### src/rtl/if_fetch_stage.sv
// Instruction-fetch stage: PC register, variable-latency imem req/ack handshake and IF/ID register.
// Optional macro BRANCH_DELAY_SLOT_EN keeps the word fetched at the redirect point instead of flushing it.
module if_fetch_stage #(
    parameter logic [31:0] RESET_PC = 32'h0000_0000,
    parameter logic [31:0] NOP_WORD = 32'h0000_0000
) (
    input  logic        clk,
    input  logic        rst,
    input  logic        shouldStall,
    input  logic        shouldJumpOrBranch,
    input  logic [31:0] jumpOrBranchPc,
    output logic        imem_req,
    output logic [31:0] imem_addr,
    input  logic        imem_ack,
    input  logic [31:0] imem_rdata,
    output logic [31:0] pc_4,
    output logic [31:0] instruction,
    output logic        id_valid,
    output logic        fetch_busy
);

    typedef enum logic [1:0] {
        StReq   = 2'd0,
        StHold  = 2'd1,
        StDrain = 2'd2
    } state_e;

    state_e      state_q;
    logic [31:0] pc_q;
    logic [31:0] tgt_q;
    logic [31:0] buf_q;
    logic [31:0] pc_4_q;
    logic [31:0] instr_q;
    logic        valid_q;
`ifdef BRANCH_DELAY_SLOT_EN
    logic        pend_q;
`endif

    logic        adv;
    logic        redir;
    logic [31:0] pc_plus4;

    assign adv      = !shouldStall;
    assign redir    = adv & shouldJumpOrBranch;
    assign pc_plus4 = pc_q + 32'd4;

    // Request drops combinationally during reset so imem aborts any outstanding fetch.
    assign imem_req    = rst & (state_q != StHold);
    assign imem_addr   = pc_q;
    assign fetch_busy  = imem_req & !imem_ack;
    assign pc_4        = pc_4_q;
    assign instruction = instr_q;
    assign id_valid    = valid_q;

    always_ff @(posedge clk) begin
        if (!rst) begin
            state_q <= StReq;
            pc_q    <= RESET_PC;
            tgt_q   <= 32'h0;
            buf_q   <= 32'h0;
            pc_4_q  <= 32'h0;
            instr_q <= NOP_WORD;
            valid_q <= 1'b0;
`ifdef BRANCH_DELAY_SLOT_EN
            pend_q  <= 1'b0;
`endif
        end else begin
            unique case (state_q)
                StReq: begin
                    if (imem_ack) begin
                        if (redir) begin
`ifdef BRANCH_DELAY_SLOT_EN
                            pc_4_q  <= pc_plus4;
                            instr_q <= imem_rdata;
                            valid_q <= 1'b1;
`else
                            pc_4_q  <= 32'h0;
                            instr_q <= NOP_WORD;
                            valid_q <= 1'b0;
`endif
                            pc_q    <= jumpOrBranchPc;
                        end else if (!adv) begin
                            buf_q   <= imem_rdata;
                            state_q <= StHold;
                        end else begin
                            pc_4_q  <= pc_plus4;
                            instr_q <= imem_rdata;
                            valid_q <= 1'b1;
                            pc_q    <= pc_plus4;
                        end
                    end else if (redir) begin
                        tgt_q   <= jumpOrBranchPc;
                        pc_4_q  <= 32'h0;
                        instr_q <= NOP_WORD;
                        valid_q <= 1'b0;
                        state_q <= StDrain;
                    end else if (adv) begin
                        pc_4_q  <= 32'h0;
                        instr_q <= NOP_WORD;
                        valid_q <= 1'b0;
                    end
                end

                StHold: begin
                    if (adv) begin
`ifdef BRANCH_DELAY_SLOT_EN
                        pc_4_q  <= pc_plus4;
                        instr_q <= buf_q;
                        valid_q <= 1'b1;
                        pc_q    <= redir ? jumpOrBranchPc : (pend_q ? tgt_q : pc_plus4);
                        pend_q  <= 1'b0;
`else
                        if (redir) begin
                            pc_4_q  <= 32'h0;
                            instr_q <= NOP_WORD;
                            valid_q <= 1'b0;
                            pc_q    <= jumpOrBranchPc;
                        end else begin
                            pc_4_q  <= pc_plus4;
                            instr_q <= buf_q;
                            valid_q <= 1'b1;
                            pc_q    <= pc_plus4;
                        end
`endif
                        state_q <= StReq;
                    end
                end

                StDrain: begin
                    if (imem_ack) begin
`ifdef BRANCH_DELAY_SLOT_EN
                        if (adv) begin
                            pc_4_q  <= pc_plus4;
                            instr_q <= imem_rdata;
                            valid_q <= 1'b1;
                            pc_q    <= redir ? jumpOrBranchPc : tgt_q;
                            state_q <= StReq;
                        end else begin
                            buf_q   <= imem_rdata;
                            pend_q  <= 1'b1;
                            state_q <= StHold;
                        end
`else
                        // A redirect arriving with the ack is newer than tgt_q, so it wins.
                        pc_q    <= redir ? jumpOrBranchPc : tgt_q;
                        state_q <= StReq;
                        if (adv) begin
                            pc_4_q  <= 32'h0;
                            instr_q <= NOP_WORD;
                            valid_q <= 1'b0;
                        end
`endif
                    end else begin
                        if (redir) begin
                            tgt_q <= jumpOrBranchPc;
                        end
                        if (adv) begin
                            pc_4_q  <= 32'h0;
                            instr_q <= NOP_WORD;
                            valid_q <= 1'b0;
                        end
                    end
                end

                default: state_q <= StReq;
            endcase
        end
    end

endmodule
### config.mk
export PLATFORM = sky130hd
export DESIGN_NAME = if_fetch_stage
export DESIGN_NICKNAME = d
export VERILOG_FILES = /design/src/rtl/if_fetch_stage.sv
export SDC_FILE = /design/constraint.sdc
export NUM_CORES = 1
export LEC_CHECK = 0
export ABC_AREA = 0
export CORE_MARGIN = 10
export CORE_UTILIZATION = 27
export DETAILED_ROUTE_END_ITERATION = 12
export GPL_ROUTABILITY_DRIVEN = 0
export PLACE_DENSITY = 0.59
export SYNTH_ARGS = -nofsm -noshare
export SYNTH_HDL_FRONTEND = slang
export SYNTH_SLANG_ARGS = --single-unit
### constraint.sdc
create_clock -name clk -period 2.8 [get_ports clk]
set_clock_uncertainty 0.15 [all_clocks]
set_input_delay 0.28 -clock clk [delete_from_list [all_inputs] [get_ports clk]]
set_output_delay 0.28 -clock clk [all_outputs]
set_load 0.01 [all_outputs]
---- Yosys cells after proc, flatten, opt, wreduce, memory -nomap -nowiden ----
Cells that the tools add are included.
word-level totals
  register bits ........................... 163
  input bits .............................. 69
operators by class
  reduce and logical (&&, ||, !) cells .... 10
  bitwise logic cells ..................... 5
  muxes and demuxes ....................... 38
  eq/ne operators ......................... 11
  add/subtract/negate cells ............... 1
operators by type and width
  operator               count
  $mux 32                20
  $pmux 32 s3            3
  $add 32x3->32 const B  1
  $mux 2                 6
  $ne 3x3->1 const B     4
  $reduce_and 5->1       2
  $mux 1                 7
  $ne 2x2->1 const B     3
  $pmux 2 s3             1
  $ne 4x4->1 const B     1
  $reduce_and 4->1       1
  $and 1x1->1            3
  $pmux 1 s3             1
  $reduce_and 3->1       1
  $reduce_bool 3->1      1
  $eq 2x1->1 const B     1
  $eq 2x2->1 const B     1
  $logic_not 1->1        2
  $logic_not 2->1        1
  $ne 2x1->1 const B     1
  $not 1->1              2
  $reduce_and 2->1       1
  $reduce_or 2->1        1

---- Longest topological paths before layout ----
Gate-level depths: netlist of run 1.
  word-level depth ........................ 5
  depth in mapped cells ................... 10
  mapped depth without buffers ............ 7

---- Worst setup path after synthesis of run 1 ----
OpenSTA, ideal clock, no wires.
  path kind ............................... reg2reg
  from .................................... reg state_q[0]
  to ...................................... reg pc_4_q[10] (netlist: pc_4[10])
  cell stages (with the launch flop) ...... 11
  library setup time ...................... 0.128 ns
  required time ........................... 2.522 ns
  clock period less this slack ............ 2.386 ns
  slack ................................... 0.414 ns
  arrival time ............................ 2.109 ns
  cell sequence ........................... dfxtp_1 -> inv_1 -> ha_1 -> clkbuf_1 -> a21o_1 -> a21oi_1 -> o21ai_0 -> clkbuf_1 -> clkbuf_1 -> a22oi_1 -> nor2_1
between the ends
  cells in the longest elaborated chain, start to end .. 3
  elaborated cells on any way between the ends .. 8
  those cells by class .................... eq/ne: 4; mux: 1; reduce/logical: 3
ends and longest elaborated chain
  item                                                 line  source
  from (decl)                                          28    state_e state_q;
  from (signal assigned)                               57    state_q <= StReq;
  from (signal assigned)                               84    state_q <= StHold;
  from (signal assigned)                               96    state_q <= StDrain;
  $logic_not 2->1 (tied with other cells)              68    unique case (state_q)
  $ne 4x4->1 (no source line) (tied with other cells)  --
  $reduce_and 3->1 (no source line)                    --
  to (signal assigned)                                 86    pc_4_q <= pc_plus4;
  to (signal assigned)                                 119   pc_4_q <= pc_plus4;
  to (decl)                                            32    logic [31:0] pc_4_q;
Parallel ways exist; a longest one is shown, timed or not.
A chain may end at the register's enable or synchronous reset.

---- Worst setup path after layout of run 1 ----
  from .................................... reg pc_q[2] (netlist: imem_addr[2])
  to ...................................... reg pc_q[27] (netlist: imem_addr[27])
between the ends
  cells in the longest elaborated chain, start to end .. 5
  elaborated cells on any way between the ends .. 7
  those cells by class .................... add/sub: 1; mux: 6
ends and longest elaborated chain
  item                    line  source
  from (decl)             29    logic [31:0] pc_q;
  from (signal assigned)  81    pc_q <= jumpOrBranchPc;
  from (signal assigned)  89    pc_q <= pc_plus4;
  from (signal assigned)  117   pc_q <= jumpOrBranchPc;
  $add 32x3->32 *         45    assign pc_plus4 = pc_q + 32'd4;
  $mux 32                 82    end else if (!adv) begin
  $mux 32                 71    if (redir) begin
  $mux 32                 70    if (imem_ack) begin
  $pmux 32 s3 *           68
Every way passes the cells marked *; elsewhere a longest branch is shown, timed or not. The select of a mux whose other input is x is not followed.

==> results of run 1 <==
==> worst max-delay path: stages (launching register included) <==
cell	delay, ns
dfxtp_1	0.52
nand3_1	0.27
or4_4	0.64
nor3_1	0.40
o21ai_0	0.16
a32o_1	0.27
==> area by class of cell <==
class / count / area [um^2]
Timing Repair Buffer: 206 / 2010
Fill cell: 2916 / 17400
Clock buffer: 17 / 425
Multi-Input combinational cell: 710 / 4020
Inverter: 6 / 25.0
Tap cell: 378 / 473
Clock inverter: 15 / 185
Sequential cell: 163 / 3260
==> power by group <==
part / switching (mW) / internal (mW) / total, mW
clock: 1.14 / 1.29 / 2.43
sequential: 0.183 / 2.49 / 2.67
combinational: 0.886 / 0.698 / 1.58
total: 2.21 / 4.47 / 6.68
==> kinds of logic after synthesis <==
logic type / after synthesis
compound gates: 301
flops: 163
buf+inv: 91
xor+xnor: 17
simple gates: 384
mux: 3
fa+ha+maj: 5
==> registers in the layout, indices dropped and copies added (netlist names) <==
register / flops
buf_q: 32
id_valid: 1
imem_addr: 32
instruction: 32
pc_4: 32
state_q: 2
tgt_q: 32
==> path summary, 6_finish.rpt <==
| check | start | to | slack [ns] |
|---|---|---|---|
| min | imem_rdata[12] | buf_q[12]$_SDFFE_PN0P_ | 0.26 |
| min reg2reg | tgt_q[25]$_SDFFE_PN0P_ | tgt_q[25]$_SDFFE_PN0P_ | 0.30 |
| max | imem_addr[2]$_SDFFE_PN0P_ | imem_addr[27]$_SDFFE_PN0P_ | 0.27 |
| max reg2reg | imem_addr[2]$_SDFFE_PN0P_ | imem_addr[27]$_SDFFE_PN0P_ | 0.27 |
==> repair_timing <==
item,in CTS,in global routing
gates resized for setup,0,2
endpoints found under the setup margin,0,15
buffers inserted,0,0
==> placed cells by master (no fill, tap or decap), drive strengths merged, types with 4 or more instances in the layout <==
cell	instances
clkbuf	17
nor4	17
and3	14
a211oi	5
and2	5
nor2	65
a21oi	112
a21boi	5
xnor2	9
nand3	41
a221oi	7
inv	14
a21o	7
clkinv	6
nor3	17
o21ai	36
dfxtp	163
ha	5
a22oi	43
and4	5
nand4	13
buf	39
o21a	11
o31ai	4
o22ai	7
xor2	8
clkdlybuf4s50	167
nand2b	7
nand2	185
a22o	32
o211ai	6
a31oi	6
==> per-layer routing <==
metal | wire (um) | GRT usage [%] | part of all wire, %
met2 | 12400 | 23.9 | 46
met3 | 2350 | 5.40 | 8.7
met1 | 11800 | 18.6 | 44
met5 | 13 | 0 | 0.048
met4 | 318 | 3.75 | 1.2
==> metrics by stage <==
stage	power, mW	setup WS, ns	cell area (um^2)
after floorplan	3.51	0.414	7580
after global placement	4.30	0.253	9780
after detailed placement	4.31	0.190	9780
after CTS	6.75	0.171	10400
after global routing	7.01	0.0907	10400
final	6.68	0.272	10400
==> results.md, run 1 <==
- IR analysis of the VDD net gives a maximum drop of 0.366 mV.
- Clock tree synthesis selected as its root buffer the cell clkbuf_16.
- The post-route netlist has 8.06% of its cells at a drive strength greater than 1.
- The critical path arrival is 2.70 ns.
- The total routed wirelength is 26.9 mm.
- STA classifies the critical path startpoint as a flop.
- The average size of a mapped cell is 7.87 um^2.
- Buffers inserted during clock tree synthesis total 17.
- In the synthesized netlist, mux cells make up 0.396% of the area.
- The areal power density over the cells is 642 nW/um^2.
- The number of buffers on the longest clock path is 2.
- Leaving out filler cells and counting taps, the final layout contains 1495.
- The setup TNS is 0 ns.
- 168 I/O pins were placed.
- In this run, synthesis produced a sequential element count of 163.
- The most common cell in the synthesized netlist is nand2_1.
- The share of the synthesized area in the top cell type is 43.0%.
- The number of flops mapped to enable cells by yosys is 0.
- The primary flip-flop cell chosen by synthesis mapping is dfxtp_1.
- The cts-stage hold buffer count is 0.
- In this run the worst hold path is classified as in -> reg.
- The final setup violation count is 0.
- The cell type with the highest aggregate area in the netlist is dfxtp_1.
- The critical path is of the reg -> reg type.
- The count of synthesis-stage warnings from yosys is 0.
- The final critical delay including setup and external delays is 2.53 ns.
- The number of maximum-capacitance constraint violations is 0.
- Input and output buffers added on the ports amount to 167.
- The synthesized netlist net count is 1038.
- Counting distinct cell types in the post-synthesis netlist gives 57.
- For this run, asynchronously set or reset flops after synthesis account for 0%.
- Setup repair after global routing left no endpoint under its margin.
- The die area is 35200 um^2.
- The overall fraction of global-route tracks in use is 14.9%.
- Using the TritonRoute via totals, the vias-per-cell ratio works out to 5.10.
- The net count of the finished layout is 1178.
- Counting instances, the worst hold path has a depth of 3.
- The number of antenna repair diodes is 0.
- For this run the aggregate overflow at the end of global routing stands at 0.
- By area, the combinational part of the netlist is dominated by compound AO/OA/AOI/OAI gates.
- The global-route wire length before repair is 42.6 mm.
- The post-synthesis compound-gate area fraction is 25.7%.
- The leakage power is 3.64 nW.
- The tightest hold margin is 0.259 ns.
- Summing the areas of all fa, ha and maj instances in the mapped netlist gives 0.825% of the synthesized area.
- The height of the die is 188 um.
- The area inside the core boundary is 27800 um^2.
- After technology mapping, the gate count stands at 964.
- The worst relative slew slack is 48.4%.
- For this run, design rule violations remaining after detail routing come to 0.
- The growth of design area from synthesis to finish is 37.2%.
- Once detail routing completed, the nets flagged for antenna violations numbered 0.
- The average wire per cell in the routed design is 18.0 um.
- The final hold violation count is 0.
- Counting instances in the post-synthesis netlist gives the leading cell types as 185 x nand2_1, 163 x dfxtp_1, 112 x a21oi_1, 72 x clkbuf_1, 65 x nor2_1.
- For this run, the share of the core covered by cells in the final layout is 37.5%.
- The worst setup path is captured at a flop.
- The number of DRC markers after the initial detailed-route iteration is 540.
- The initial utilization of the core area, before any placement, comes to 27.3%.
- Yosys attributes the largest share of cell area to dfxtp_1 43%, nand2_1 9.2%, a21oi_1 7.4%, a22oi_1 4.3%, a22o_1 3.7%.
- After floorplanning, the core was divided into 61 placement rows.
- The floorplan die width is 188 um.
- The placed wire-length estimate is 19.1 mm.
- The proportion of synthesized chip area in sequential cells is 43.0%.
- The flow ran to the end, and the final reports show no timing, DRC or antenna violations.
- The logic depth of the worst register-to-register path is 5.
- The count of clock tree sinks is 163.
- The initial antenna violation count came to 1.
- The pre-antenna-repair detailed-routing pass consisted of 6 iterations.
- The maximum clock frequency is 0.396 GHz.
- The clock latency on the worst-skew pair is 0.44 ns.
- Summing the areas of all and, or, nand and nor instances in the mapped netlist gives 23.4% of the synthesized area.
- The largest driver fanout on the critical path is 10.
- The number of levels the H-tree was split into is 4.
- The number of global-route vias before repair came to 7499.
- At the pin with the least slew margin, the transition time is 0.773 ns.
- The number of placed cells counting well taps is 1463.
- The netlist area before placement is 7580 um^2.
- The CTS tree is done.
- STA puts the critical path data required time at 2.98 ns.
- The largest net degree at the start of global routing is 42.
- The area share of xor/xnor cells in the synthesized design is 1.96%.
- The final critical-path share of the clock period is 90.3%.
- Clock-pin slew was measured on the worst setup and hold paths at 0.08 ns.
- The total via count after detailed routing is 7631.
- The max-slew violation count is 0.
Power figures use the tool's default switching activity.
==> run 2, diff against run 1 <==
Settings changed: ABC_CLOCK_PERIOD_IN_PS set to 2800.
==> results of run 2 <==
The final DEF is identical to that of run 1; final timing and power are the same.
==> run 3, diff against run 2 <==
Settings changed: CTS_BUF_LIST set to sky130_fd_sc_hd__clkbuf_8.
==> run 3 against run 2 <==
Effect of this change: die area unchanged; final area down 1.8%; combinational power about the same; critical path type unchanged; final cell count unchanged; hold slack worse by 0.041 ns; maximum frequency down 1.1%; largest power group unchanged.
==> results.md, run 3 (synthesis gave the netlist of run 1 again) <==
- The number of stages on the worst setup path is 5 (unchanged).
- The final critical-path share of the clock period is 91.3% (was 90.3%).
- The die area is 35200 um^2 (unchanged).
- The number of buffers on the longest clock path was 2 (unchanged).
- The setup TNS is 0 ns (unchanged).
- The I/O pin count came to 168 (unchanged).
- The growth of design area from synthesis to finish is 34.7% (was 37.2%).
- The number of levels the H-tree was split into was 4 (unchanged).
- The height of the die is 188 um (unchanged).
- The global-route wire length before repair is 42.5 mm (was 42.6 mm).
- The count of clock tree sinks came to 163 (unchanged).
- The largest driver fanout on the critical path is 10 (unchanged).
- Critical Path, Cell by Cell: nand3_1, or4_4, nor3_1, o21ai_0, a32o_1 (unchanged).
- The cell chosen for the clock root is clkbuf_8 (was clkbuf_16).
- The worst relative slew slack was 48.4% (about the same).
- The average wire per cell in the routed design was 18.0 um (about the same).
- The placed wire-length estimate is 19.1 mm (unchanged).
- The CTS tree is done (unchanged).
- The number of global-route vias before repair is 7510 (was 7499).
- The setup fix buffers added after clock tree synthesis is 0 (unchanged).
- The number of antenna repair diodes is 0 (unchanged).
- The non-filler instance count after layout came to 1495 (unchanged).
- The cts-stage hold buffer count was 0 (unchanged).
- The count of standard-cell rows is 61 (unchanged).
- The leakage power was 3.56 nW (was 3.64 nW).
- The final setup violation count came to 0 (unchanged).
- Commonest non-fill, non-tap cells in the layout: 185 x nand2_1, 167 x clkdlybuf4s50_1, 163 x dfxtp_1 (unchanged).
- The total via count after detailed routing is 7617 (was 7631).
- The via density per instance was 5.09 (was 5.10).
- The number of port buffers is 167 (unchanged).
- The maximum resistive drop on vdd is 0.304 mV (was 0.366 mV).
- The combined flip-flop and latch cell area is 3260 um^2 (unchanged).
- The number of maximum-capacitance constraint violations is 0 (unchanged).
- The area inside the core boundary is 27800 um^2 (unchanged).
- The floorplan die width came to 188 um (unchanged).
- The peak per-stage delay on the critical path is 0.64 ns (about the same).
- The startpoint of the worst setup timing path was imem_addr[2]$_SDFFE_PN0P_ (unchanged).
- The overall fraction of global-route tracks in use is 14.9% (about the same).
- The worst path buffer plus inverter count was 0 (unchanged).
- The final critical delay including setup and external delays is 2.56 ns (was 2.53 ns).
- The clock-pin slew on the worst setup and hold paths came to 0.11 ns (was 0.08 ns).
- The remaining global-route overflow is 0 (unchanged).
- The number of DRC markers after the initial detailed-route iteration is 577 (was 540).
- The initial antenna violation count is 0 (was 1).
- The cell area after layout is 10200 um^2 (was 10400 um^2).
- The DRC violations left is 0 (unchanged).
- The filler cell count in the final layout is 2939 (was 2916).
- The measured slew at the worst slew-check pin is 0.774 ns (was 0.773 ns).
- The number of buffers created by CTS is 17 (unchanged).
- The slowest cell on the critical path is or4_4 (unchanged).
- Status: completed (unchanged).
- The cell area after placement was 9780 um^2 (unchanged).
- The critical register-to-register path startpoint was imem_addr[2]$_SDFFE_PN0P_ (unchanged).
- The fraction of layout cells with a size suffix above 1 is 8.06% (unchanged).
- The logic depth of the worst register-to-register path was 5 (unchanged).
- The maximum clock frequency was 0.391 GHz (was 0.396 GHz).
- The iteration count of the initial detailed-routing pass came to 5 (was 6).
- The element type at the critical path end is a flop (unchanged).
- The number of cells on the worst hold path is 3 (unchanged).
- The initial standard-cell utilization of the core came to 27.3% (unchanged).
- The total routed wirelength is 26.9 mm (about the same).
- The total of cells resized after clock tree synthesis came to 0 (unchanged).
- The startpoint type of the worst setup path was a flop (unchanged).
- The classification of the worst-slack hold path is in -> reg (unchanged).
- The start point of the worst min-delay path is imem_rdata[12] (unchanged).
- RSZ-0062 raised after global routing: no (unchanged).
- The final layout net count was 1178 (unchanged).
- The critical path arrival is 2.77 ns (was 2.70 ns).
- The overall power of the completed layout came to 6.08 mW (was 6.68 mW).
- The final hold violation count came to 0 (unchanged).
- The cell type group with the largest total delay on the critical path is simple AND/OR/NAND/NOR gates (unchanged).
- The critical path required time is 3.01 ns (was 2.98 ns).
- The commonest non-fill, non-tap cell in the layout is nand2_1 (unchanged).
- The areal power density over the cells came to 595 nW/um^2 (was 642 nW/um^2).
- The max-slew violation count is 0 (unchanged).
- The kind of critical path was reg -> reg (unchanged).
- The number of placed cells counting well taps is 1463 (unchanged).
- The multi-input logic area came to 4020 um^2 (unchanged).
- The clock latency on the worst-skew pair is 0.47 ns (was 0.44 ns).
- The largest net degree at the start of global routing is 42 (unchanged).
- The count of antenna-violating nets left after detailed routing is 0 (unchanged).
[run 3: cell counts in the layout (fill, tap and decap cells not counted)]
No cell type changed its count.
[run 3: path summary, 6_finish.rpt]
path                                end  slack (ns)
max          imem_addr[27]$_SDFFE_PN0P_        0.24
min              buf_q[12]$_SDFFE_PN0P_        0.22
max reg2reg  imem_addr[27]$_SDFFE_PN0P_        0.24
min reg2reg      tgt_q[25]$_SDFFE_PN0P_        0.31
[run 3: cell type report]
class / instances / share of cell area [%]
Multi-Input combinational cell: 710 / 39.4
Sequential cell: 163 / 31.9
Timing Repair Buffer: 206 / 19.7
Tap cell: 378 / 4.63
Clock buffer: 17 / 2.29
Clock inverter: 15 / 1.81
Inverter: 6 / 0.245
[run 3: power by group]
part / internal (mW) / leakage [nW] / switching [mW]
clock network: 0.763 / 0.212 / 1.07
registers: 2.49 / 1.33 / 0.183
logic: 0.698 / 2.02 / 0.886
[run 3: worst reg2reg max path, stage by stage (launching register included)]
cell and delay, ns:
dfxtp_1 0.54, nand3_1 0.27, or4_4 0.64, nor3_1 0.41
o21ai_0 0.17, a32o_1 0.27
[run 3: through the flow]
stage | utilization [%] | hold WS, ns | setup WS [ns]
6_report | 36.8 | 0.218 | 0.244
5_1_grt | 36.8 | 0.204 | 0.0764
4_1_cts | 36.7 | 0.189 | 0.160
3_5_place_dp | 35.2 | 0.292 | 0.190
3_3_place_gp | 35.2 | 0.287 | 0.253
2_1_floorplan | - | 0.266 | 0.414
[run 3: routing by layer]
| layer | up-vias | part of all wire, % | global-route usage, % |
|---|---|---|---|
| met1 | 3614 | 44 | 18.5 |
| met5 | - | 0 | 0 |
| met3 | 17 | 8.6 | 5.55 |
| met4 | 0 | 0.97 | 3.54 |
| li1 | 3729 | - | - |
| met2 | 257 | 47 | 23.9 |
